$ cat src/rtl/decode_buffer_pkg.sv
// Shared decode-stage types, field widths and the opcode decoder.
package decode_buffer_pkg;

  localparam int WORD   = 32;
  localparam int ADDR   = 32;
  localparam int W_RD   = 5;
  localparam int W_IMM  = 16;
  localparam int W_OPR  = 32;
  localparam int W_OP   = WORD - (2 * W_RD + W_IMM);
  localparam int D_INFO = 8;

  // Control-word bit positions
  localparam int WRSV   = 0;  // instruction writes its destination register
  localparam int MEM_B  = 1;  // memory access class
  localparam int BR_B   = 2;  // branch class
  localparam int IMM_B  = 3;  // immediate operand form
  localparam int FN_LSB = 4;  // function sub-field, four bits

  typedef struct packed {
    logic [ADDR-1:0]   pc;
    logic [W_RD-1:0]   r0;
    logic [W_RD-1:0]   r1;
    logic [W_IMM-1:0]  imm;
    logic [D_INFO-1:0] d_info;
  } entry_t;

  // Opcodes with the top bit clear write a register; the remaining classes
  // are picked out of the upper opcode bits.
  function automatic logic [D_INFO-1:0] decode_inst(input logic [W_OP-1:0] op);
    logic [D_INFO-1:0] d;
    d                     = {D_INFO{1'b0}};
    d[WRSV]               = ~op[W_OP-1];
    d[MEM_B]              = (op[W_OP-1 -: 2] == 2'b10);
    d[BR_B]               = (op[W_OP-1 -: 3] == 3'b110);
    d[IMM_B]              = op[0];
    d[D_INFO-1:FN_LSB]    = op[4:1];
    return d;
  endfunction

endpackage

$ cat src/rtl/decode_buffer_if.sv
// Fetch, issue and writeback signals of the decode stage.
interface decode_buffer_if;
  import decode_buffer_pkg::*;

  logic              v_i;
  logic [WORD-1:0]   inst_i;
  logic [ADDR-1:0]   pc_i;
  logic              stall_o;
  logic              branch_i;
  logic              stall_i;
  logic              v_o;
  logic [ADDR-1:0]   pc_o;
  logic [W_RD-1:0]   r0_o;
  logic [W_RD-1:0]   r1_o;
  logic [W_OPR-1:0]  r_opr0_i;
  logic [W_OPR-1:0]  r_opr1_i;
  logic [W_OPR-1:0]  opr0_o;
  logic [W_OPR-1:0]  opr1_o;
  logic [W_IMM-1:0]  imm_o;
  logic [D_INFO-1:0] d_info_o;
  logic [W_RD-1:0]   wb_r_o;
  logic              w_reserve_o;
  logic              wb_v_i;
  logic [W_RD-1:0]   wb_r_i;

  modport slave (
    input  v_i, inst_i, pc_i, branch_i, stall_i, r_opr0_i, r_opr1_i, wb_v_i, wb_r_i,
    output stall_o, v_o, pc_o, r0_o, r1_o, opr0_o, opr1_o, imm_o, d_info_o, wb_r_o,
           w_reserve_o
  );

  modport master (
    output v_i, inst_i, pc_i, branch_i, stall_i, r_opr0_i, r_opr1_i, wb_v_i, wb_r_i,
    input  stall_o, v_o, pc_o, r0_o, r1_o, opr0_o, opr1_o, imm_o, d_info_o, wb_r_o,
           w_reserve_o
  );

endinterface

$ cat src/rtl/decode_scoreboard.sv
// Per-register pending-writeback bits; a reservation beats a same-index
// writeback, and register 0 is never marked busy.
module decode_scoreboard
  import decode_buffer_pkg::*;
(
  input  logic            clk,
  input  logic            reset,
  input  logic            set_v,
  input  logic [W_RD-1:0] set_r,
  input  logic            clr_v,
  input  logic [W_RD-1:0] clr_r,
  input  logic [W_RD-1:0] rs0,
  input  logic [W_RD-1:0] rs1,
  output logic            hazard
);

  localparam int NREG = 2 ** W_RD;
  localparam logic [NREG-1:0] BIT0 = {{(NREG-1){1'b0}}, 1'b1};

  logic [NREG-1:0] busy_r;
  logic [NREG-1:0] busy_nxt_s;
  logic [NREG-1:0] set_mask_s;
  logic [NREG-1:0] clr_mask_s;

  // Apply clear first, then set, so a same-cycle reservation wins
  always_comb begin
    set_mask_s = set_v ? (BIT0 << set_r) : {NREG{1'b0}};
    clr_mask_s = clr_v ? (BIT0 << clr_r) : {NREG{1'b0}};
    busy_nxt_s = ((busy_r & ~clr_mask_s) | set_mask_s) & ~BIT0;
  end

  // Busy vector register
  always_ff @(posedge clk or negedge reset) begin
    if (!reset) begin
      busy_r <= {NREG{1'b0}};
    end else begin
      busy_r <= busy_nxt_s;
    end
  end

  // Hazard lookup for the two head operands
  always_comb begin
    hazard = busy_r[rs0] | busy_r[rs1];
  end

endmodule

$ cat src/rtl/decode_buffer.sv
// Decode stage: in-order DEPTH-entry queue of decoded instructions whose head
// issues once its registers have no writeback pending.
module decode_buffer
  import decode_buffer_pkg::*;
#(
  parameter int DEPTH = 4
) (
  input logic            clk,
  input logic            reset,
  decode_buffer_if.slave bus
);

  localparam int PW = $clog2(DEPTH);
  localparam logic [PW:0]   CNT_ZERO = {(PW+1){1'b0}};
  localparam logic [PW:0]   CNT_ONE  = {{PW{1'b0}}, 1'b1};
  localparam logic [PW:0]   CNT_FULL = (PW+1)'(DEPTH);
  localparam logic [PW-1:0] PTR_ZERO = {PW{1'b0}};
  localparam logic [PW-1:0] PTR_ONE  = {{(PW-1){1'b0}}, 1'b1};

  entry_t        mem_r [DEPTH];
  logic [PW-1:0] rd_ptr_r;
  logic [PW-1:0] wr_ptr_r;
  logic [PW:0]   count_r;

  entry_t        head_s;
  entry_t        new_s;
  logic          full_s;
  logic          enq_s;
  logic          hazard_s;
  logic          v_s;
  logic          issue_s;
  logic          reserve_s;
  logic [PW-1:0] rd_ptr_nxt_s;
  logic [PW-1:0] wr_ptr_nxt_s;
  logic [PW:0]   count_nxt_s;

  // Split and decode the incoming fetch word into a queue entry
  always_comb begin
    new_s.pc     = bus.pc_i;
    new_s.r0     = bus.inst_i[2*W_RD+W_IMM-1 -: W_RD];
    new_s.r1     = bus.inst_i[W_RD+W_IMM-1 -: W_RD];
    new_s.imm    = bus.inst_i[W_IMM-1:0];
    new_s.d_info = decode_inst(bus.inst_i[WORD-1 -: W_OP]);
  end

  // Occupancy, accept and issue decisions; a flush blocks both sides
  always_comb begin
    head_s    = mem_r[rd_ptr_r];
    full_s    = (count_r == CNT_FULL);
    enq_s     = bus.v_i & ~full_s & ~bus.branch_i;
    v_s       = (count_r != CNT_ZERO) & ~hazard_s & ~bus.branch_i;
    issue_s   = v_s & ~bus.stall_i;
    reserve_s = issue_s & head_s.d_info[WRSV];
  end

  // Pointer and count update; a flush empties the queue
  always_comb begin
    rd_ptr_nxt_s = rd_ptr_r;
    wr_ptr_nxt_s = wr_ptr_r;
    count_nxt_s  = count_r;
    if (bus.branch_i) begin
      rd_ptr_nxt_s = PTR_ZERO;
      wr_ptr_nxt_s = PTR_ZERO;
      count_nxt_s  = CNT_ZERO;
    end else begin
      if (enq_s) begin
        wr_ptr_nxt_s = wr_ptr_r + PTR_ONE;
      end else begin
        wr_ptr_nxt_s = wr_ptr_r;
      end
      if (issue_s) begin
        rd_ptr_nxt_s = rd_ptr_r + PTR_ONE;
      end else begin
        rd_ptr_nxt_s = rd_ptr_r;
      end
      case ({enq_s, issue_s})
        2'b10:   count_nxt_s = count_r + CNT_ONE;
        2'b01:   count_nxt_s = count_r - CNT_ONE;
        default: count_nxt_s = count_r;
      endcase
    end
  end

  // Queue state registers
  always_ff @(posedge clk or negedge reset) begin
    if (!reset) begin
      rd_ptr_r <= PTR_ZERO;
      wr_ptr_r <= PTR_ZERO;
      count_r  <= CNT_ZERO;
    end else begin
      rd_ptr_r <= rd_ptr_nxt_s;
      wr_ptr_r <= wr_ptr_nxt_s;
      count_r  <= count_nxt_s;
    end
  end

  // Entry storage, cleared on reset so the head reads zero until first use
  always_ff @(posedge clk or negedge reset) begin
    if (!reset) begin
      for (int i = 0; i < DEPTH; i++) begin
        mem_r[i] <= {$bits(entry_t){1'b0}};
      end
    end else if (enq_s) begin
      mem_r[wr_ptr_r] <= new_s;
    end
  end

  decode_scoreboard u_sb (
    .clk    (clk),
    .reset  (reset),
    .set_v  (reserve_s),
    .set_r  (head_s.r0),
    .clr_v  (bus.wb_v_i),
    .clr_r  (bus.wb_r_i),
    .rs0    (head_s.r0),
    .rs1    (head_s.r1),
    .hazard (hazard_s)
  );

  // Drive the issue-side outputs from the head entry
  always_comb begin
    bus.stall_o     = full_s;
    bus.v_o         = v_s;
    bus.pc_o        = head_s.pc;
    bus.r0_o        = head_s.r0;
    bus.r1_o        = head_s.r1;
    bus.imm_o       = head_s.imm;
    bus.d_info_o    = head_s.d_info;
    bus.wb_r_o      = head_s.r0;
    bus.w_reserve_o = reserve_s;
    bus.opr0_o      = bus.r_opr0_i;
    bus.opr1_o      = bus.r_opr1_i;
  end

endmodule

$ cat src/flat_wrapper.sv
// flat-port wrapper written by rule: the top's interface ports become plain ports
module decode_buffer_flat import decode_buffer_pkg::*;
#(
  parameter int DEPTH = 4
)
  (clk, reset, bus_v_i, bus_inst_i, bus_pc_i, bus_branch_i, bus_stall_i, bus_r_opr0_i, bus_r_opr1_i, bus_wb_v_i, bus_wb_r_i, bus_stall_o, bus_v_o, bus_pc_o, bus_r0_o, bus_r1_o, bus_opr0_o, bus_opr1_o, bus_imm_o, bus_d_info_o, bus_wb_r_o, bus_w_reserve_o);
  decode_buffer_if bus_i ();
  input logic clk;
  input logic reset;
  input wire logic [$bits(bus_i.v_i)-1:0] bus_v_i;
  input wire logic [$bits(bus_i.inst_i)-1:0] bus_inst_i;
  input wire logic [$bits(bus_i.pc_i)-1:0] bus_pc_i;
  input wire logic [$bits(bus_i.branch_i)-1:0] bus_branch_i;
  input wire logic [$bits(bus_i.stall_i)-1:0] bus_stall_i;
  input wire logic [$bits(bus_i.r_opr0_i)-1:0] bus_r_opr0_i;
  input wire logic [$bits(bus_i.r_opr1_i)-1:0] bus_r_opr1_i;
  input wire logic [$bits(bus_i.wb_v_i)-1:0] bus_wb_v_i;
  input wire logic [$bits(bus_i.wb_r_i)-1:0] bus_wb_r_i;
  output wire logic [$bits(bus_i.stall_o)-1:0] bus_stall_o;
  output wire logic [$bits(bus_i.v_o)-1:0] bus_v_o;
  output wire logic [$bits(bus_i.pc_o)-1:0] bus_pc_o;
  output wire logic [$bits(bus_i.r0_o)-1:0] bus_r0_o;
  output wire logic [$bits(bus_i.r1_o)-1:0] bus_r1_o;
  output wire logic [$bits(bus_i.opr0_o)-1:0] bus_opr0_o;
  output wire logic [$bits(bus_i.opr1_o)-1:0] bus_opr1_o;
  output wire logic [$bits(bus_i.imm_o)-1:0] bus_imm_o;
  output wire logic [$bits(bus_i.d_info_o)-1:0] bus_d_info_o;
  output wire logic [$bits(bus_i.wb_r_o)-1:0] bus_wb_r_o;
  output wire logic [$bits(bus_i.w_reserve_o)-1:0] bus_w_reserve_o;
  assign bus_i.v_i = bus_v_i;
  assign bus_i.inst_i = bus_inst_i;
  assign bus_i.pc_i = bus_pc_i;
  assign bus_i.branch_i = bus_branch_i;
  assign bus_i.stall_i = bus_stall_i;
  assign bus_i.r_opr0_i = bus_r_opr0_i;
  assign bus_i.r_opr1_i = bus_r_opr1_i;
  assign bus_i.wb_v_i = bus_wb_v_i;
  assign bus_i.wb_r_i = bus_wb_r_i;
  assign bus_stall_o = bus_i.stall_o;
  assign bus_v_o = bus_i.v_o;
  assign bus_pc_o = bus_i.pc_o;
  assign bus_r0_o = bus_i.r0_o;
  assign bus_r1_o = bus_i.r1_o;
  assign bus_opr0_o = bus_i.opr0_o;
  assign bus_opr1_o = bus_i.opr1_o;
  assign bus_imm_o = bus_i.imm_o;
  assign bus_d_info_o = bus_i.d_info_o;
  assign bus_wb_r_o = bus_i.wb_r_o;
  assign bus_w_reserve_o = bus_i.w_reserve_o;
  decode_buffer #(.DEPTH(DEPTH)) u_core (.clk(clk), .reset(reset), .bus(bus_i));
endmodule
$ cat config.mk
export PLATFORM = sky130hd
export DESIGN_NAME = decode_buffer_flat
export DESIGN_NICKNAME = d
export VERILOG_FILES = /design/src/rtl/decode_buffer_pkg.sv /design/src/rtl/decode_buffer_if.sv /design/src/rtl/decode_scoreboard.sv /design/src/rtl/decode_buffer.sv /design/src/flat_wrapper.sv
export SDC_FILE = /design/constraint.sdc
export NUM_CORES = 1
export LEC_CHECK = 0
export BUFFER_PORTS_ARGS = -buffer_cell sky130_fd_sc_hd__buf_2
export CAP_MARGIN = 20
export CORE_AREA = 2 2 173 192
export CTS_CLUSTER_SIZE = 25
export DETAILED_ROUTE_END_ITERATION = 6
export DIE_AREA = 0 0 175 194
export PLACE_DENSITY = 0.67
export RECOVER_POWER = 50
export SYNTH_ARGS = -nofsm -noshare
export SYNTH_HDL_FRONTEND = slang
export SYNTH_SLANG_ARGS = --single-unit
$ cat constraint.sdc
create_clock -name clk -period 4.3 [get_ports clk]
set_input_delay 0.86 -clock clk [delete_from_list [all_inputs] [get_ports clk]]
set_output_delay 0.86 -clock clk [all_outputs]
set_load 0.02 [all_outputs]
# Word level (Yosys, flattened, before mapping)
# Index checks and enable logic that the tools add are counted.
dict set report classes {
  n_addsub 4
  n_lt_le_gt_ge 5
  n_eq_ne 5
  shifts 2
  n_mux 18
  bitwise 17
  n_reduce_logical 5
}
# operator count
set op_table {}
lappend op_table {{$bwmux 264} 1}
lappend op_table {{$mux 66} 3}
lappend op_table {{$bmux 66 s2} 1}
lappend op_table {{$demux 66 s2} 1}
lappend op_table {{$mux 32} 2}
lappend op_table {{$shl 1x5->32 const A} 2}
lappend op_table {{$and 32x32->32} 1}
lappend op_table {{$not 32->32} 1}
lappend op_table {{$or 32x32->32} 1}
lappend op_table {{$lt 5x6->1 const B} 2}
lappend op_table {{$bmux 1 s5} 2}
lappend op_table {{$mux 2} 4}
lappend op_table {{$and 1x1->1} 6}
lappend op_table {{$eq 3x3->1 const B} 2}
lappend op_table {{$ge 3x3->1 const B} 2}
lappend op_table {{$not 2->3} 2}
lappend op_table {{$pmux 3 s2} 1}
lappend op_table {{$reduce_bool 3->1} 2}
lappend op_table {{$not 1->1} 5}
lappend op_table {{$add 2x1->2 const B} 2}
lappend op_table {{$eq 2x2->1 const B} 2}
lappend op_table {{$reduce_bool 2->1} 2}
lappend op_table {{$add 3x1->3 const B} 1}
lappend op_table {{$lt 3x1->1 const B} 1}
lappend op_table {{6 further kinds} 7}
dict set report word_totals {
  ff_bits 302
  input_bits 139
  out_inout_bits 138
  wordCells 80
}

# Depth between registers and ports, before layout
# Gate-level depths: netlist (run 1).
dict set report depth {
  word_depth 14
  depth_mapped 16
}

# Modules after synthesis
# Synthesis (run 1) repeated with hierarchy kept, for this count alone.
dict set report hier_totals {
  hier_cells 939
  hier_area_um2 14801.7
}
# mod instances cells_each area_per_inst_um2 seq_area_each_um2
set by_module_without_submodules {}
lappend by_module_without_submodules {decode_buffer 1 768 12936.2 6781.5}
lappend by_module_without_submodules {decode_scoreboard 1 171 1865.5 775.7}

# Least setup slack after synthesis (run 1)
# OpenSTA, ideal clock, no wires.
dict set report synth_timing {
  path_type {reg-to-output}
  start {reg u_core.rd_ptr_r[0]}
  end {out bus_imm_o[10]}
  t_arrival_ns 2.786
  path_slack_ns 0.654
  path_stages_with_launch 7
  path_buffers 5
  cell_sequence {dfrtp_1 buf_2 buf_2 buf_1 clkbuf_1 buf_1 mux4_2}
}
dict set report synth_via {
  elab_chain_cells 4
}
# item line
set synth_rtl {}
lappend synth_rtl {{start: declaration} decode_buffer.sv:21} ;# logic [PW-1:0] rd_ptr_r;
lappend synth_rtl {{start signal: assignment} decode_buffer.sv:91} ;# rd_ptr_r <= rd_ptr_nxt_s;
lappend synth_rtl {{$not 2->3 (implied by the code)} decode_buffer.sv:48} ;# head_s = mem_r[rd_ptr_r];
lappend synth_rtl {{$bmux 66 s2} decode_buffer.sv:48}
lappend synth_rtl {{$mux 66 (implied by the code) (2 in series)} decode_buffer.sv:48}
lappend synth_rtl {{end: declaration} flat_wrapper.sv:26} ;# output wire logic [$bits(bus_i.imm_o)-1:0] bus_imm_o;
# Every way passes these cells. The select of a mux whose other input is x is not followed.

# Worst setup path in the final report (run 1)
dict set report layout_timing {
  start {reg u_core.rd_ptr_r[0]}
  end {out bus_v_o}
}
dict set report layout_via {
  elab_chain_cells 10
}
# item line
set layout_rtl {}
lappend layout_rtl {{$not 2->3 (implied by the code) (*)} decode_buffer.sv:48}
lappend layout_rtl {{$bmux 66 s2 (*)} decode_buffer.sv:48}
lappend layout_rtl {{$mux 66 (implied by the code) (*) (2 in series)} decode_buffer.sv:48}
lappend layout_rtl {{$bmux 1 s5} decode_scoreboard.sv:43} ;# hazard = busy_r[rs0] | busy_r[rs1];
lappend layout_rtl {{$mux 1 (implied by the code)} decode_scoreboard.sv:43}
lappend layout_rtl {{$or 1x1->1 (*)} decode_scoreboard.sv:43}
lappend layout_rtl {{$not 1->1 (*)} decode_buffer.sv:51} ;# v_s = (count_r != CNT_ZERO) & ~hazard_s & ~bus.branch_i;
lappend layout_rtl {{$and 1x1->1 (*) (2 in series)} decode_buffer.sv:51}
lappend layout_rtl {{end: declaration} flat_wrapper.sv:20} ;# output wire logic [$bits(bus_i.v_o)-1:0] bus_v_o;
# Mark *: on every way between the ends. The rest lies on a longest branch, timed or not. The select of a mux whose other input is x is not followed.

==> flow_summary.yaml, run 1 <==
worst_setup_path:
  worstPathMaxFanout: 8
  cp.required_ps: 3440
  cp.arrival_ps: 3310
  worstRegToRegCells: 12
  path_class: "reg2out"
  endpoint_kind: "primary output"
  cp-start-kind: "flop"
global_route:
  grt_max_degree: 117
  first_global_vias: 9272
  gr-usage-all-layers: 0.192
  antenna_found_initial: 4
  grt_pass1_wl_mm: 51.7
  gr-total-overflow: 0
logic_synthesis:
  synth_edf_count: 0
  netlist_area_sq_um: 14300
  ys_seq_area_frac: 0.529
  ys_async_sr_fraction: 1.00
  synth_fp_nets: 1154
  ys_types: 47
  yosys_most_used_dff: "dfrtp_1"
  postSynthCellCount: 1010
  yosys_warnings: 0
  ys_seq_elements: 302
  synth_area_per_cell_sq_um: 14.2
floorplan:
  fp-row-count: 69
  io_pins: 277
  coreArea_sq_um: 32000
  die_area_sq_um: 34000
  fp.dieH_microns: 194
  initial_core_util: 0.446
  die_x_microns: 175
worst_hold_path:
  holdPathStages: 2
  hold_class: "reg2reg"
timing:
  min_period_over_period: 0.969
  finalMaxSlewViolations: 117
  timing.hold.ws_ps: 476
  fmax_mhz: 240
  fin_setup_tns_ps: 0
  final-hold-violation-count: 0
  fin_crit_ps: 4170
  clock_skew_ps: 8.29
  slew_headroom: -1.06
  setup_viol: 0
  worstMarginPinSlew_ps: 3080
  rsz0062_at_grt: "false"
clock_tree:
  max-clock-path-buffers: 3
  root_buffer: "clkbuf_16"
  cts_made_buffers: 34
  cts_tree: "built"
  holdBufCountCts: 0
  clk_latency_ps: 500
  clk_pin_slew_worst_paths_ps: 60
  cts_sinks: 302
  cts_max_level: 2
pwr:
  leakage_nw: 7.32
  ir_drop_v: 0.000382
  p_switching_mw: 4.11
  intPower_mw: 8.16
  swShare: 0.335
  p_per_area_nw_per_um2: 755
  power_frac_seq: 0.392
  power_frac_clock: 0.229
  pwr-share-comb: 0.380
cells_and_area:
  mostFrequentLayoutCells: "dfrtp_1 (300), mux2_2 (259), buf_2 (147)"
  layout_commonest_cell: "dfrtp_1"
  syn_to_final_growth_pct: 13.7
  insertedDiodeCount: 0
  design.final.nets: 1252
  drive_gt1_frac: 0.508
  fillCellCount: 2784
  fin_cells: 1557
placed_design:
  gp_congestion: 0.917
  port_buffers: 148
  hpwl_mm: 20.7
  place_inst: 1484
detailed_routing:
  wl_mm: 32.5
  drtIter0Drc: 435
  wire_per_inst_microns: 20.8
  first_pass_iters: 4
  vias_per_cell: 5.53
  route.vias.total: 8612
  drc: 0
  antenna_left: 0
outcome:
  status: "finished with violations"
  violations: "max-capacitance violations, max-slew violations"
job:
  cap_violations: 1
final timing paths:
path	startpoint	to	slack (ps)
min in group asynchronous	reset	u_core.mem_r[11]	1280
worst max-delay path	u_core.rd_ptr_r[0]	bus_v_o	130
max in group asynchronous	reset	u_core.rd_ptr_r[1]	720
worst min register to register	u_core.mem_r[68]	u_core.mem_r[68]	480
worst min-delay path	u_core.mem_r[68]	u_core.mem_r[68]	480
worst max register to register	u_core.rd_ptr_r[0]	u_core.count_r[2]	670
layout make-up:
type	instances	area, sq um	area share
clock buffers	51	1020	0.0625
well taps	426	533	0.0328
inverters	12	47.5	0.00292
repair buffers	183	997	0.0613
multi-input cells	575	6030	0.371
flip-flops and latches	302	7560	0.465
clock inverters	8	71.3	0.00439
logic make-up (layout without fill, tap and decap cells):
group | Yosys count | count (layout) | share of synthesized area
compound gates | 105 | 105 | 0.0434
xor+xnor | 2 | 2 | 0.00123
buf+inv | 133 | 254 | 0.0538
flops | 302 | 302 | 0.529
fa+ha+maj | 5 | 5 | 0.00490
simple gates | 108 | 108 | 0.0389
mux | 355 | 355 | 0.329
metal layers:
metal | part of all wire | routed length (microns) | global-route usage
met1 | 0.42 | 13500 | 0.245
met2 | 0.49 | 15900 | 0.319
met3 | 0.053 | 1710 | 0.0396
met4 | 0.041 | 1350 | 0.0830
met5 | 0.00068 | 22 | 0
state kept, by name, indices dropped and copies added (netlist names):
| register | cells |
|---|---|
| u_core.wr_ptr_r | 2 |
| u_core.count_r | 3 |
| u_core.u_sb.busy_r | 31 |
| u_core.rd_ptr_r | 2 |
| u_core.mem_r | 264 |
through the flow:
step / total power [mW] / setup slack (ps) / cell area [sq um] / utilization
floorplan: 8.12 / 654 / 14300 / -
global placement: 9.25 / 320 / 15100 / 0.470
detailed placement: 9.39 / 215 / 15100 / 0.470
CTS: 12.3 / 17.7 / 16200 / 0.507
global route: 13.0 / 18.0 / 16300 / 0.508
finish: 12.3 / 132 / 16300 / 0.508
power groups by stage:
stage	Sequential, mW	Clock (mW)	Combinational [mW]
final	4.80	2.80	4.66
after global placement	4.80	0	4.44
after global routing	4.95	3.01	5.02
after floorplan	4.58	0	3.54
after CTS	4.79	2.89	4.65
after detailed placement	4.84	0	4.55
what timing repair did:
item	in CTS	in global routing
buffers inserted	11	3
pin swaps	1	1
setup endpoints to repair	2	2
resized for setup	3	12
Yosys cell counts, drive strengths merged, types with 2 or more instances:
library cell	count	area share
o41ai	3	0.0018
buf	105	0.046
nand4	2	0.00087
nand3b	3	0.0016
and2	3	0.0013
nand2b	11	0.0048
mux2	261	0.21
or3	3	0.0013
a21oi	2	0.00070
nand2	30	0.0079
mux4	66	0.10
nor3b	2	0.0010
clkbuf	16	0.0042
a21boi	8	0.0042
o21ai	73	0.026
nand3	13	0.0046
dfrtp	302	0.53
nor2b	8	0.0035
a2111oi	4	0.0025
ha	4	0.0035
mux2i	28	0.020
or2	2	0.00088
nor2	21	0.0055
a32oi	5	0.0031
o31ai	4	0.0021
inv	12	0.0032
nor3	5	0.0017
worst max-delay path, stage by stage, from the launching register on:
cell and delay (ps):
dfrtp_4 500, mux4_2 630, buf_4 200, mux2i_1 150, nor2_1 80, a2111oi_2 350, o41ai_2 170, or3_4 430
inv_2 130, buf_2 180
(Power assumes the default switching activity.)
==> inputs of run 2 (changes only) <==
CORE_AREA = 2 2 157 175   (was 2 2 173 192)
DIE_AREA = 0 0 159 177   (was 0 0 175 194)
PLACE_DENSITY = 0.79   (was 0.67)
==> run 2 against run 1 <==
  * The flow still finishes with violations (max-capacitance violations, max-slew violations)
  * Hold slack lost 1.7 ps
  * Wire length shrank 4.8%
  * Global-route usage increased by 2.9 points
  * Clock power decreased by 6%
  * Maximum frequency is 1.2% lower
  * Via count increased by 1.5%
  * Clock-buffer cell count shrank 9
  * Critical path depth is the same
  * Register-to-register slack got worse by 240 ps
  * Critical endpoint unchanged
  * Largest power group unchanged
==> flow_summary.yaml, run 2 (synthesized netlist as in run 1, its figures left out) <==
outcome:
  status: "finished with violations"
  violations: "max-capacitance violations, max-slew violations"
clock_tree:
  max-clock-path-buffers: 3
  holdBufCountCts: 0
  cts_made_buffers: 30
  cts_sinks: 302
  cts_tree: "built"
  clk_latency_ps: 550
  clk_pin_slew_worst_paths_ps: 60
  cts_max_level: 1
  root_buffer: "clkbuf_16"
worst_setup_path:
  worstRegToRegCells: 13
  cp.required_ps: 3440
  cp.arrival_ps: 3360
  cp_slowest_cell: "mux4_2"
  cp-start-kind: "flop"
  path_buf_inv: 3
  endpoint_kind: "primary output"
  worstPathMaxFanout: 8
  critPathTopFamily: "simple AND/OR/NAND/NOR gates"
  crit_cells: 9
  critPathMaxStageDelay_ps: 600
  path_class: "reg2out"
  worstPathCellList: "buf_4 > mux4_2 > mux2_4 > or3_1 > nand3_1 > nand4_1 > or3_4 > inv_4 > buf_6"
detailed_routing:
  route.vias.total: 8739
  antenna_left: 0
  wire_per_inst_microns: 20.8
  vias_per_cell: 5.88
  drtIter0Drc: 447
  wl_mm: 30.9
  first_pass_iters: 5
  drc: 0
timing:
  fin_setup_tns_ps: 0
  worstMarginPinSlew_ps: 2810
  fin_crit_ps: 4220
  min_period_over_period: 0.981
  setup_viol: 0
  clock_skew_ps: 13.3
  slew_headroom: -0.872
  timing.hold.ws_ps: 475
  final-hold-violation-count: 0
  fmax_mhz: 237
  finalMaxSlewViolations: 186
global_route:
  grt_max_degree: 116
  grt_pass1_wl_mm: 49.9
  gr-usage-all-layers: 0.222
  gr-total-overflow: 0
  antenna_found_initial: 5
  first_global_vias: 9342
cells_and_area:
  largest_register: "u_core.mem_r"
  syn_to_final_growth_pct: 13.4
  drive_gt1_frac: 0.515
  design_area_sq_um: 16200
  top_regs: "u_core.mem_r x264, u_core.u_sb.busy_r x31, u_core.count_r x3"
  largest_reg_flops: 264
  layout_commonest_cell: "dfrtp_1"
  final_core_util: 0.612
  mostFrequentLayoutCells: "dfrtp_1 (300), mux2_2 (258), buf_2 (145)"
  design.final.nets: 1251
floorplan:
  fp.dieH_microns: 177
  fp-row-count: 63
  die_x_microns: 159
  coreArea_sq_um: 26500
  initial_core_util: 0.540
  io_pins: 277
  die_area_sq_um: 28100
pwr:
  p_switching_mw: 4.12
  ir_drop_v: 0.000510
  leakage_nw: 7.33
  intPower_mw: 8.13
  power_frac_clock: 0.214
  p_per_area_nw_per_um2: 756
  swShare: 0.336
  power_frac_seq: 0.396
  power_mw: 12.3
  pwr-share-comb: 0.390
placed_design:
  dpl-instance-area_sq_um: 15000
  gp_congestion: 0.983
  hpwl_mm: 19.4
  port_buffers: 148
job:
  cap_violations: 2
worst_hold_path:
  hold_class: "reg2reg"
  holdPathStages: 2
[run 2: worst register-to-register path, delay by kind of cell (launching register included)]
family | cells | cell delay, ps
flip-flops | 1 | 500
multiplexers | 4 | 1430
adder cells (fa/ha/maj) | 1 | 220
buffers and inverters | 2 | 310
AO/OA/AOI/OAI | 1 | 50
AND/OR/NAND/NOR | 5 | 1250
[run 2: path summary, 6_finish.rpt]
kind / from / end / slack (ps)
max in group asynchronous: reset / u_core.mem_r[5] / 780
min in group asynchronous: reset / u_core.mem_r[56] / 1160
max: u_core.rd_ptr_r[0] / bus_v_o / 80
max reg2reg: u_core.rd_ptr_r[0] / u_core.count_r[2] / 430
min: u_core.mem_r[0] / u_core.mem_r[0] / 470
min reg2reg: u_core.mem_r[0] / u_core.mem_r[0] / 470
[run 2: power by group through the flow]
stage               clock network [mW]  logic, mW  registers (mW)
floorplan                            0       3.54            4.58
global placement                     0       4.41            4.81
detailed placement                   0       4.51            4.87
CTS                               2.70       4.65            4.83
global route                      2.82       5.13            5.00
finish                            2.63       4.78            4.85
[run 2: per-layer routing]
layer  vias up  GRT usage  share of wire
met5         -          0         0.0013
met4         6     0.0848          0.031
met3       110     0.0604          0.072
li1       3848          -              -
met2       283      0.374           0.49
met1      4492      0.275           0.40
[run 2: metrics by stage]
stage	setup slack (ps)	cells
global route	-22.6	1485
CTS	4.58	1477
floorplan	654	1010
global placement	381	1412
detailed placement	342	1412
finish	81.9	1487
[run 2: final cells by class]
| type | instances | area (sq um) |
|---|---|---|
| clock inverter | 10 | 125 |
| clock buffer | 42 | 877 |
| sequential | 302 | 7560 |
| antenna | 3 | 7.51 |
| timing repair buffer | 185 | 1040 |
| fill | 2095 | 10300 |
| tap | 357 | 447 |
| inverter | 12 | 50.0 |
| multi-input combinational | 576 | 6090 |
[run 2: repair_timing]
action,CTS,global route
hold endpoints to repair,0,0
endpoints found under the setup margin,2,2
pin swaps,1,5
buffers inserted,12,7
gates cloned,1,0
resized for setup,5,22
